<file path="config.mk">
export PLATFORM = sky130hd
export DESIGN_NAME = fifo_flagged
export DESIGN_NICKNAME = d
export VERILOG_FILES = /design/src/rtl/fifo_flagged.sv
export SDC_FILE = /design/constraint.sdc
export NUM_CORES = 1
export LEC_CHECK = 0
export ABC_AREA = 1
export ABC_CLOCK_PERIOD_IN_PS = 3400
export BUFFER_PORTS_ARGS = -buffer_cell sky130_fd_sc_hd__buf_2
export CORE_AREA = 8 8 139 141
export DETAILED_ROUTE_END_ITERATION = 8
export DIE_AREA = 0 0 147 149
export SETUP_SLACK_MARGIN = 0.3
export SLEW_MARGIN = 20
export SYNTH_ARGS = -nofsm -noshare
export SYNTH_HDL_FRONTEND = slang
export SYNTH_SLANG_ARGS = --single-unit
</file>
<file path="constraint.sdc">
create_clock -name in_clock -period 3.4 [get_ports in_clock]
set_clock_uncertainty 0.2 [all_clocks]
set_input_delay 0 -clock in_clock [delete_from_list [all_inputs] [get_ports in_clock]]
set_output_delay 0 -clock in_clock [all_outputs]
set_load 0.03 [all_outputs]
</file>
<file path="src/rtl/fifo_flagged.sv">
// Single-clock FIFO with occupancy count, almost-full/almost-empty thresholds,
// sticky overflow/underflow flags, synchronous flush and optional first-word-fall-through.
module fifo_flagged #(
  parameter int DATA_WIDTH         = 8,
  parameter int FIFO_ASIZE         = 4,
  parameter int ALMOST_FULL_LEVEL  = (1 << FIFO_ASIZE) - 2,
  parameter int ALMOST_EMPTY_LEVEL = 2,
  parameter bit FWFT               = 1'b0
) (
  input  logic                  in_clock,
  input  logic                  in_reset,
  input  logic                  in_flush,
  input  logic                  in_put,
  input  logic [DATA_WIDTH-1:0] in_data,
  input  logic                  in_take,
  output logic [DATA_WIDTH-1:0] out_data,
  output logic                  out_empty,
  output logic                  out_full,
  output logic                  out_almost_empty,
  output logic                  out_almost_full,
  output logic [FIFO_ASIZE:0]   out_count,
  output logic                  out_overflow,
  output logic                  out_underflow
);
  localparam int DEPTH = 1 << FIFO_ASIZE;
  localparam int CW    = FIFO_ASIZE + 1;
  localparam logic [CW-1:0] DEPTH_C = CW'(DEPTH);
  localparam logic [CW-1:0] AF_C    = CW'(ALMOST_FULL_LEVEL);
  localparam logic [CW-1:0] AE_C    = CW'(ALMOST_EMPTY_LEVEL);

  logic [FIFO_ASIZE-1:0] wr_ptr_q, wr_ptr_d;
  logic [FIFO_ASIZE-1:0] rd_ptr_q, rd_ptr_d;
  logic [CW-1:0]         count_q, count_d;
  logic                  overflow_q, overflow_d;
  logic                  underflow_q, underflow_d;
  logic [DATA_WIDTH-1:0] mem_q [DEPTH];
  logic                  full, empty, put_acc, take_acc;

  // Handshake: a request is accepted in the cycle it is high and the count
  // permits it (put needs not-full, take needs not-empty, both judged on the
  // registered count); a rejected request is dropped and only sets its sticky
  // error flag. Flush overrides both requests.
  assign full     = (count_q == DEPTH_C);
  assign empty    = (count_q == '0);
  assign put_acc  = in_put  & ~full  & ~in_flush;
  assign take_acc = in_take & ~empty & ~in_flush;

  always_comb begin
    wr_ptr_d    = wr_ptr_q;
    rd_ptr_d    = rd_ptr_q;
    count_d     = count_q;
    overflow_d  = overflow_q;
    underflow_d = underflow_q;
    if (in_flush) begin
      wr_ptr_d    = '0;
      rd_ptr_d    = '0;
      count_d     = '0;
      overflow_d  = 1'b0;
      underflow_d = 1'b0;
    end else begin
      if (put_acc)  wr_ptr_d = wr_ptr_q + FIFO_ASIZE'(1);
      if (take_acc) rd_ptr_d = rd_ptr_q + FIFO_ASIZE'(1);
      case ({put_acc, take_acc})
        2'b10:   count_d = count_q + CW'(1);
        2'b01:   count_d = count_q - CW'(1);
        default: count_d = count_q;
      endcase
      if (in_put & full)   overflow_d  = 1'b1;
      if (in_take & empty) underflow_d = 1'b1;
    end
  end

  always_ff @(posedge in_clock) begin
    if (in_reset) begin
      wr_ptr_q    <= '0;
      rd_ptr_q    <= '0;
      count_q     <= '0;
      overflow_q  <= 1'b0;
      underflow_q <= 1'b0;
    end else begin
      wr_ptr_q    <= wr_ptr_d;
      rd_ptr_q    <= rd_ptr_d;
      count_q     <= count_d;
      overflow_q  <= overflow_d;
      underflow_q <= underflow_d;
    end
  end

  // Storage is not reset; only the pointers and count define what is valid.
  always_ff @(posedge in_clock) begin
    if (put_acc & ~in_reset) mem_q[wr_ptr_q] <= in_data;
  end

  generate
    if (FWFT) begin : g_fwft
      assign out_data = mem_q[rd_ptr_q];
    end else begin : g_reg
      logic [DATA_WIDTH-1:0] rd_data_q;
      always_ff @(posedge in_clock) begin
        if (in_reset)      rd_data_q <= '0;
        else if (take_acc) rd_data_q <= mem_q[rd_ptr_q];
      end
      assign out_data = rd_data_q;
    end
  endgenerate

  assign out_empty        = empty;
  assign out_full         = full;
  assign out_almost_empty = (count_q <= AE_C);
  assign out_almost_full  = (count_q >= AF_C);
  assign out_count        = count_q;
  assign out_overflow     = overflow_q;
  assign out_underflow    = underflow_q;
endmodule

</file>
Yosys cells after proc, flatten, opt, wreduce, memory -nomap -nowiden:

Memories as Yosys holds them, arrays and structs flattened. A register that Yosys moved wholly into a read port is not among the register bits.
Cells that the tools add are included.

* memories: 1
* memory bits (writable): 128
* register bits after elaboration: 15
* output and inout port bits: 19
* bits of input ports: 13

* bitwise logic cells: 11
* equality and inequality tests: 3
* muxes and demuxes: 3
* order comparisons: 2
* reduce and logical (&&, ||, !) cells: 3
* $add $sub $neg: 4

Memory list
* mem_q: words 16, bits a word 8, read ports 1, clocked after memory_dff 1, write ports 1, RTL line 36 `logic [DATA_WIDTH-1:0] mem_q [DEPTH];`

Operators by type and width (number)
* 5-bit case mux with 2 select lines: 1
* 4-bit by 1-bit adder with 4-bit output, second input constant: 2
* 1-bit AND: 7
* 5-bit by 1-bit adder with 5-bit output, second input constant: 1
* 5-bit equality test, second input constant: 1
* 5-bit by 4-bit >= comparator with 1-bit output, second input constant: 1
* 5-bit by 2-bit less-or-equal comparator with 1-bit output, second input constant: 1
* 5-bit logical NOT: 1
* 5-bit by 1-bit subtractor with 5-bit output, second input constant: 1
* 1-bit inverter: 4
* 2-bit by 1-bit equality test with 1-bit output, second input constant: 1
* 2-bit equality test, second input constant: 1
* 1-bit two-way mux: 2
* 2-bit nonzero test: 1
* 2-bit OR reduction: 1

Logic depth before layout (Yosys ltp):

Gate-level depths: netlist of run 1.

* word-level depth: 7
* gate-level depth with buffers: 18
* mapped depth without buffers: 17

Least setup slack after synthesis of run 1:

Ideal clock, no wire load.

* kind: register -> register
* start: reg count_q[1] (netlist: out_count[1])
* end: reg count_q[4] (netlist: out_count[4])
* path slack: 0.705 ns
* data arrival time: 2.375 ns
* library setup time: 0.119 ns
* cell stages (with the launch flop): 19
* data required time: 3.081 ns
* clock period less this slack: 2.695 ns
* path through: dfxtp_1 > inv_1 > nand4_1 > nand2_1 > inv_1 > nand2_2 > inv_1 > buf_6 > ha_1 > inv_1 > fa_1 > inv_1 > nand2_1 > a21oi_1 > nor2_1 > nand2_1 > nand2_1 > nand2_1 > a21oi_1

* longest elaborated chain between the ends: 6
* elaborated cells on any way between the ends: 14

Ends and longest elaborated chain
* from (decl): RTL line 33 `logic [CW-1:0] count_q, count_d;`
* from (signal assigned): RTL line 83 `count_q <= count_d;`
* 5-bit logical NOT *: RTL line 44 `assign empty = (count_q == '0);`
* 1-bit inverter *: RTL line 46 `assign take_acc = in_take & ~empty & ~in_flush;`
* 1-bit AND * (2 in a row): RTL line 46
* net take_acc: RTL line 37 `logic full, empty, put_acc, take_acc;`
* 2-bit by 1-bit equality test with 1-bit output or 2-bit equality test (tied branches): RTL line 63 `case ({put_acc, take_acc})`
* 5-bit case mux with 2 select lines or 2-bit nonzero test (tied branches)

The timed path passes the listed nets; every way through them passes the cells marked *.
A chain may end at the register's enable or synchronous reset.

Worst setup path after layout of run 1:

* start: reg count_q[0] (netlist: out_count[0])
* end: reg count_q[4] (netlist: out_count[4])

* longest elaborated chain between the ends: 6
* elaborated cells on any way between the ends: 14

Ends and longest elaborated chain (RTL line)
* 5-bit equality test or 5-bit logical NOT (tied branches): 43, 44
* 1-bit inverter (on tied branches): 45, 46
* 1-bit AND (on tied branches) (2 in a row): 45, 46
* 2-bit by 1-bit equality test with 1-bit output or 2-bit equality test (tied branches): 63
* 5-bit case mux with 2 select lines or 2-bit nonzero test (tied branches)

Several ways; a longest one is shown, not always the timed one.

==> impl_metrics.tcl, run 1 <==
set metrics [dict create \
    outcome "finished, final reports clean" \
    design.die.area_sq_um 21900 \
    cts_num_sinks 151 \
    leakage_nw 3.24 \
    grt_start_max_net_pins 67 \
    worst_pin_slew_ns 1.02 \
    detail_route.wl_per_cell_um 15.6 \
    finalWeightedCongestion 0.904 \
    whs_path_depth 4 \
    syn_avg_cell_area_sq_um 9.76 \
    fp.coreArea_sq_um 17100 \
    fin_crit_sh_pct 81.3 \
    cp.required_ns 3.49 \
    place.port_buffers 31 \
    fin_crit_ns 2.76 \
    drv_slew 0 \
    critPathKind "reg -> reg" \
    finalPower_mw 3.99 \
    clk_pin_slew_ns 0.06 \
    die_h_um 149 \
    cellPowerDensity_nw_per_um2 518 \
    timing.max_cap.violations 0 \
    ctsHtreeMaxLevel 4 \
    worstPathArrival_ns 2.86 \
    vdd_drop_max_v 0.000362 \
    worstSetupEndpointType "flip-flop" \
    cts_tree "yes" \
    drt_iter0_markers 383 \
    clockRootBuffer "clkbuf_16" \
    area_growth_pct 15.3 \
    pre_cts_ws_ns 0.424 \
    syn_inst 684 \
    final.setup.worst_slack_ns 0.635 \
    seq_area_frac_synth_pct 64.5 \
    synthesis.area_sq_um 6670 \
    fmax_ghz 0.362 \
    yosys_warnings 0 \
    dr_total_vias 4521 \
    die_w_um 147 \
    setup_viol 0 \
    drt_wl_total_um 15000 \
    instances_no_fill 964 \
    grt_pass1_vias 4518 \
    holdWs_ns 0.232 \
    layout.nets 749 \
    ant_nets 0 \
    tns_ns 0 \
    vias_per_cell 4.69 \
    remaining_drc_errors 0 \
    num_antenna_cells 0 \
    cts_made_buffers 17 \
    overflow 0 \
    reg2regPathDepth 17 \
    crit_path_max_fanout 12 \
    hold_violations 0 \
    io_pins 32 \
    dp.cells 915 \
    cp-start-kind "flip-flop" \
    ys_types 23 \
    first_pass_iters 5 \
    track_usage_pct 14.2 \
    holdCritPathClass "in -> reg" \
    antenna_found_initial 0 \
    ys_ff_latch 151 \
    hpwl_um 9530 \
    final_layout_size_suffix_gt1_share_pct 9.88 \
    rows 48 \
    worstSkewPairLatency_ns 0.43 \
    clockBufferDepth 2 \
    synth_nets 707 \
    grt_pass1_wl_um 23800 \
    rsz0062_at_grt "no" \
    slew_headroom_pct 31.3 \
    start_util_pct 39.1 \
]
-- flip-flops by register name, indices dropped and copies added, names as in the netlist --
name and flops:
out_overflow 1, out_count 5, mem_q 128, out_underflow 1, out_data 8, rd_ptr_q 4, wr_ptr_q 4
-- cell usage in the layout, fill, tap and decap left out --
master	netlist	final
clkinv_1	1	4
inv_6	0	1
nand3_1	92	92
buf_2	19	31
edfxtp_1	128	128
ha_1	9	8
dfxtp_1	23	22
a21oi_1	24	24
nand4_1	2	2
nor2_2	2	2
clkinvlp_4	0	6
ha_2	0	1
dfxtp_2	0	1
fa_1	1	1
clkbuf_1	1	2
clkbuf_16	0	17
dlygate4sd3_1	0	15
o21bai_1	1	1
clkinv_4	0	1
nor2_1	23	23
bufinv_16	0	1
nand2_1	227	227
inv_2	2	2
o31ai_1	1	1
buf_4	7	5
o21ai_0	7	7
xnor2_1	1	1
inv_1	104	102
clkinv_2	0	3
buf_12	0	1
nand2_2	1	1
xor2_1	6	6
-- per-stage QoR --
stage               area, sq um  util [%]
finish                     7690      45.1
detailed placement         6980      40.9
CTS                        7670      45.0
floorplan                  6670         -
global route               7690      45.1
global placement           6980      40.9
-- logic make-up (layout without fill, tap and decap cells) --
| group | Yosys count | count (layout) | share of synthesized area [%] |
|---|---|---|---|
| DFF | 151 | 151 | 64.5 |
| and+or+nand+nor | 347 | 347 | 21.4 |
| AOI/OAI and AO/OA | 33 | 33 | 2.55 |
| xor gates and xnor gates | 7 | 7 | 0.919 |
| buffers and inverters | 136 | 191 | 8.62 |
| adders and majority gates | 10 | 10 | 1.99 |
-- where the power goes --
part / internal (mW) / switching, mW / total, mW
Combinational: 0.0712 / 0.169 / 0.240
Sequential: 2.02 / 0.00880 / 2.03
Clock: 0.997 / 0.720 / 1.72
-- what timing repair did --
item,CTS,global route
setup endpoints to repair,0,1
endpoints found under the hold margin,149,0
buffers inserted,0,2
hold buffers,15,0
resized for setup,0,2
-- layout make-up --
| cell class | count | area [sq um] |
|---|---|---|
| fill | 1613 | 9360 |
| sequential | 151 | 4310 |
| multi-input combinational | 397 | 1800 |
| clock buffer | 19 | 433 |
| inverter | 107 | 405 |
| timing repair buffer | 52 | 363 |
| tap | 225 | 282 |
| clock inverter | 13 | 108 |
-- Yosys cell counts --
cell type | number | area (sq um)
o21ai_0 | 7 | 35.0
fa_1 | 1 | 20.0
nand2_1 | 227 | 852
nand4_1 | 2 | 12.5
clkbuf_1 | 1 | 3.75
ha_1 | 9 | 113
inv_1 | 104 | 390
a21oi_1 | 24 | 120
inv_2 | 2 | 7.51
dfxtp_1 | 23 | 460
buf_4 | 7 | 52.6
o31ai_1 | 1 | 7.51
nor2_2 | 2 | 12.5
nand3_1 | 92 | 460
edfxtp_1 | 128 | 3840
clkinv_1 | 1 | 3.75
buf_2 | 19 | 95.1
buf_6 | 2 | 22.5
xnor2_1 | 1 | 8.76
nand2_2 | 1 | 6.26
o21bai_1 | 1 | 7.51
nor2_1 | 23 | 86.3
xor2_1 | 6 | 52.6
-- metal layers --
metal | vias up | wire length (um) | track usage, % | part of all wire [%]
met1 | 2118 | 6510 | 16.8 | 43
met5 | - | 0 | 0 | 0
li1 | 2286 | - | - | -
met2 | 96 | 7560 | 24.7 | 50
met4 | 0 | 294 | 5.97 | 2.0
met3 | 21 | 634 | 2.88 | 4.2
-- worst max-delay path: stages, from the launching register on --
cell and delay, ns:
dfxtp_1 0.38, inv_1 0.12, nand4_1 0.13, nand2_1 0.09, inv_1 0.08, nand2_2 0.17
clkinvlp_4 0.15, ha_2 0.24, inv_1 0.07, fa_1 0.41, inv_1 0.08, nand2_1 0.05
a21oi_1 0.17, nor2_1 0.06, nand2_1 0.05, nand2_1 0.05, nand2_1 0.05, a21oi_1 0.06
-- final timing paths --
path / startpoint / end / slack [ns]
setup / recovery: out_count[0]$_SDFFE_PP0P_ / out_count[4]$_SDFFE_PP0P_ / 0.64
hold / removal: in_take / rd_ptr_q[0]$_SDFFE_PP0P_ / 0.23
setup reg to reg: out_count[0]$_SDFFE_PP0P_ / out_count[4]$_SDFFE_PP0P_ / 0.64
hold reg to reg: wr_ptr_q[3]$_SDFFE_PP0P_ / wr_ptr_q[3]$_SDFFE_PP0P_ / 0.32
No activity file was read; power rests on OpenSTA's default activity.
==> run 2: changes to the inputs <==
--- a/config.mk
+++ b/config.mk
@@ -6,7 +6,7 @@
 export NUM_CORES = 1
 export LEC_CHECK = 0
 export ABC_AREA = 1
-export ABC_CLOCK_PERIOD_IN_PS = 3400
+export ABC_CLOCK_PERIOD_IN_PS = 2200
 export BUFFER_PORTS_ARGS = -buffer_cell sky130_fd_sc_hd__buf_2
 export CORE_AREA = 8 8 139 141
 export DETAILED_ROUTE_END_ITERATION = 8
==> constraint.sdc (replaced) <==
create_clock -name in_clock -period 2.2 [get_ports in_clock]
set_clock_uncertainty 0.2 [all_clocks]
set_input_delay 0 -clock in_clock [delete_from_list [all_inputs] [get_ports in_clock]]
set_output_delay 0 -clock in_clock [all_outputs]
set_load 0.03 [all_outputs]
==> impl_metrics.tcl, run 2 (synthesis gave the netlist of run 1 again) <==
set metrics [dict create \
    worstPathArrival_ns 2.43 \
    outcome "finished with violations" \
    overflow 0 \
    drv_slew 0 \
    ctsHtreeMaxLevel 4 \
    crit_path_max_fanout 5 \
    cts_tree "yes" \
    hold_violations 0 \
    regMostFlops "mem_q" \
    design.die.area_sq_um 21900 \
    io_pins 32 \
    setup_viol 3 \
    final_layout_size_suffix_gt1_share_pct 21.4 \
    tns_ns -0.217 \
    clockBufferDepth 2 \
    critPathKind "reg -> reg" \
    largest_reg_flops 128 \
    antenna_found_initial 0 \
    cp-start-kind "flip-flop" \
    remaining_drc_errors 0 \
    final.setup.worst_slack_ns -0.115 \
    multiInputGateArea_sq_um 2050 \
    leakage_nw 3.55 \
    worstSkewPairLatency_ns 0.43 \
    fill_cells 1537 \
    fmax_ghz 0.432 \
    cts_num_sinks 151 \
    cellPowerDensity_nw_per_um2 751 \
    start_util_pct 39.1 \
    slew_headroom_pct 63.1 \
    die_w_um 147 \
    fin_crit_sh_pct 105 \
    vdd_drop_max_v 0.000564 \
    grt_pass1_vias 5011 \
    hpwl_um 10400 \
    dr_total_vias 4900 \
    layout.nets 796 \
    rows 48 \
    fin_crit_ns 2.31 \
    regArea_sq_um 4320 \
    dp.cells 940 \
    worst_pin_slew_ns 0.553 \
    cts_made_buffers 17 \
    finalWeightedCongestion 0.898 \
    fp.coreArea_sq_um 17100 \
    worstSetupEndpointType "flip-flop" \
    vias_per_cell 4.85 \
    reg2regPathDepth 16 \
    detail_route.wl_per_cell_um 16.3 \
    grt_pass1_wl_um 26300 \
    final_common_cell "nand2_1" \
    drt_iter0_markers 311 \
    first_pass_iters 4 \
    cp-endpoint "out_count[4]$_SDFFE_PP0P_" \
    layout_common_cells "221 x nand2_1, 128 x edfxtp_1, 95 x inv_1" \
    track_usage_pct 15.5 \
    violations "setup timing" \
    area_growth_pct 26.7 \
    ant_nets 0 \
    stdcell_area_sq_um 8460 \
    clk_pin_slew_ns 0.06 \
    num_antenna_cells 0 \
    worst-r2r-setup-slack_ns -0.11 \
    timing.max_cap.violations 0 \
    die_h_um 149 \
    r2r_end "out_count[4]$_SDFFE_PP0P_" \
    place_area_sq_um 7260 \
    place.port_buffers 31 \
    instances_no_fill 1011 \
    r2r-start "out_count[3]$_SDFFE_PP0P_" \
    cp.required_ns 2.31 \
    clockRootBuffer "clkbuf_16" \
    startpoint "out_count[3]$_SDFFE_PP0P_" \
    drt_wl_total_um 16500 \
    finalPower_mw 6.35 \
    holdCritPathClass "in -> reg" \
    grt_start_max_net_pins 51 \
    rsz0062_at_grt "yes" \
]
[run 2: cell type report]
cell class              instances  share of cell area [%]
clock buffers                  19                    5.12
clock inverters                13                    1.46
inverters                     107                    4.87
multi-input cells             397                    24.3
flip-flops and latches        151                    51.1
well taps                     225                    3.33
repair buffers                 99                    9.81
[run 2: what timing repair did]
action / in CTS / in global routing
pin swaps: 10 / 20
gates resized for setup: 54 / 21
endpoints found under the hold margin: 151 / 0
hold buffers: 13 / 0
setup buffers: 19 / 7
setup endpoints to repair: 132 / 136
[run 2: per-layer routing]
layer,GRT usage (%),up-vias,wire length (um)
met1,18.1,2365,7000
met5,0,-,0
met4,6.94,0,425
met3,3.34,29,641
met2,27.2,121,8410
li1,-,2385,-
[run 2: worst min-delay path by stage]
stage / start / endpoint / slack, ns / cells past startpoint
3_3_place_gp: in_take / out_underflow$_SDFFE_PP0P_ / 0.06 / 3
6_report: in_take / out_underflow$_SDFFE_PP0P_ / 0.22 / 4
3_5_place_dp: in_take / out_underflow$_SDFFE_PP0P_ / 0.06 / 3
5_1_grt: in_put / out_overflow$_SDFFE_PP0P_ / 0.25 / 4
2_1_floorplan: in_data[0] / mem_q[0][0]$_DFFE_PP_ / -0.10 / 0
4_1_cts: in_take / out_underflow$_SDFFE_PP0P_ / 0.15 / 4
[run 2: through the flow]
| stage | setup slack, ns | utilization, % | hold WS, ns |
|---|---|---|---|
| 2_1_floorplan | -0.0606 | - | -0.101 |
| 3_3_place_gp | 0.0171 | 42.5 | 0.0581 |
| 3_5_place_dp | -0.0317 | 42.5 | 0.0640 |
| 4_1_cts | -0.00631 | 48.7 | 0.148 |
| 5_1_grt | -0.255 | 49.6 | 0.250 |
| 6_report | -0.115 | 49.6 | 0.223 |
[run 2: critical path, stage by stage, from the launching register on]
cell     delay [ns]
dfxtp_4        0.36
nor2_4         0.13
nand4_1        0.16
nand2_2        0.11
nor2_2         0.05
inv_2          0.08
ha_4           0.18
inv_2          0.04
fa_2           0.35
inv_2          0.06
nand2_2        0.04
a21oi_2        0.15
nor2_1         0.07
nand2_1        0.05
nand2_1        0.05
nand2_1        0.07
a21oi_2        0.05
[run 2: report_power, final]
part / leakage (nW) / switching (mW) / internal [mW]
Combinational: 1.94 / 0.308 / 0.188
Clock: 0.260 / 1.16 / 1.57
Sequential: 1.34 / 0.0140 / 3.12
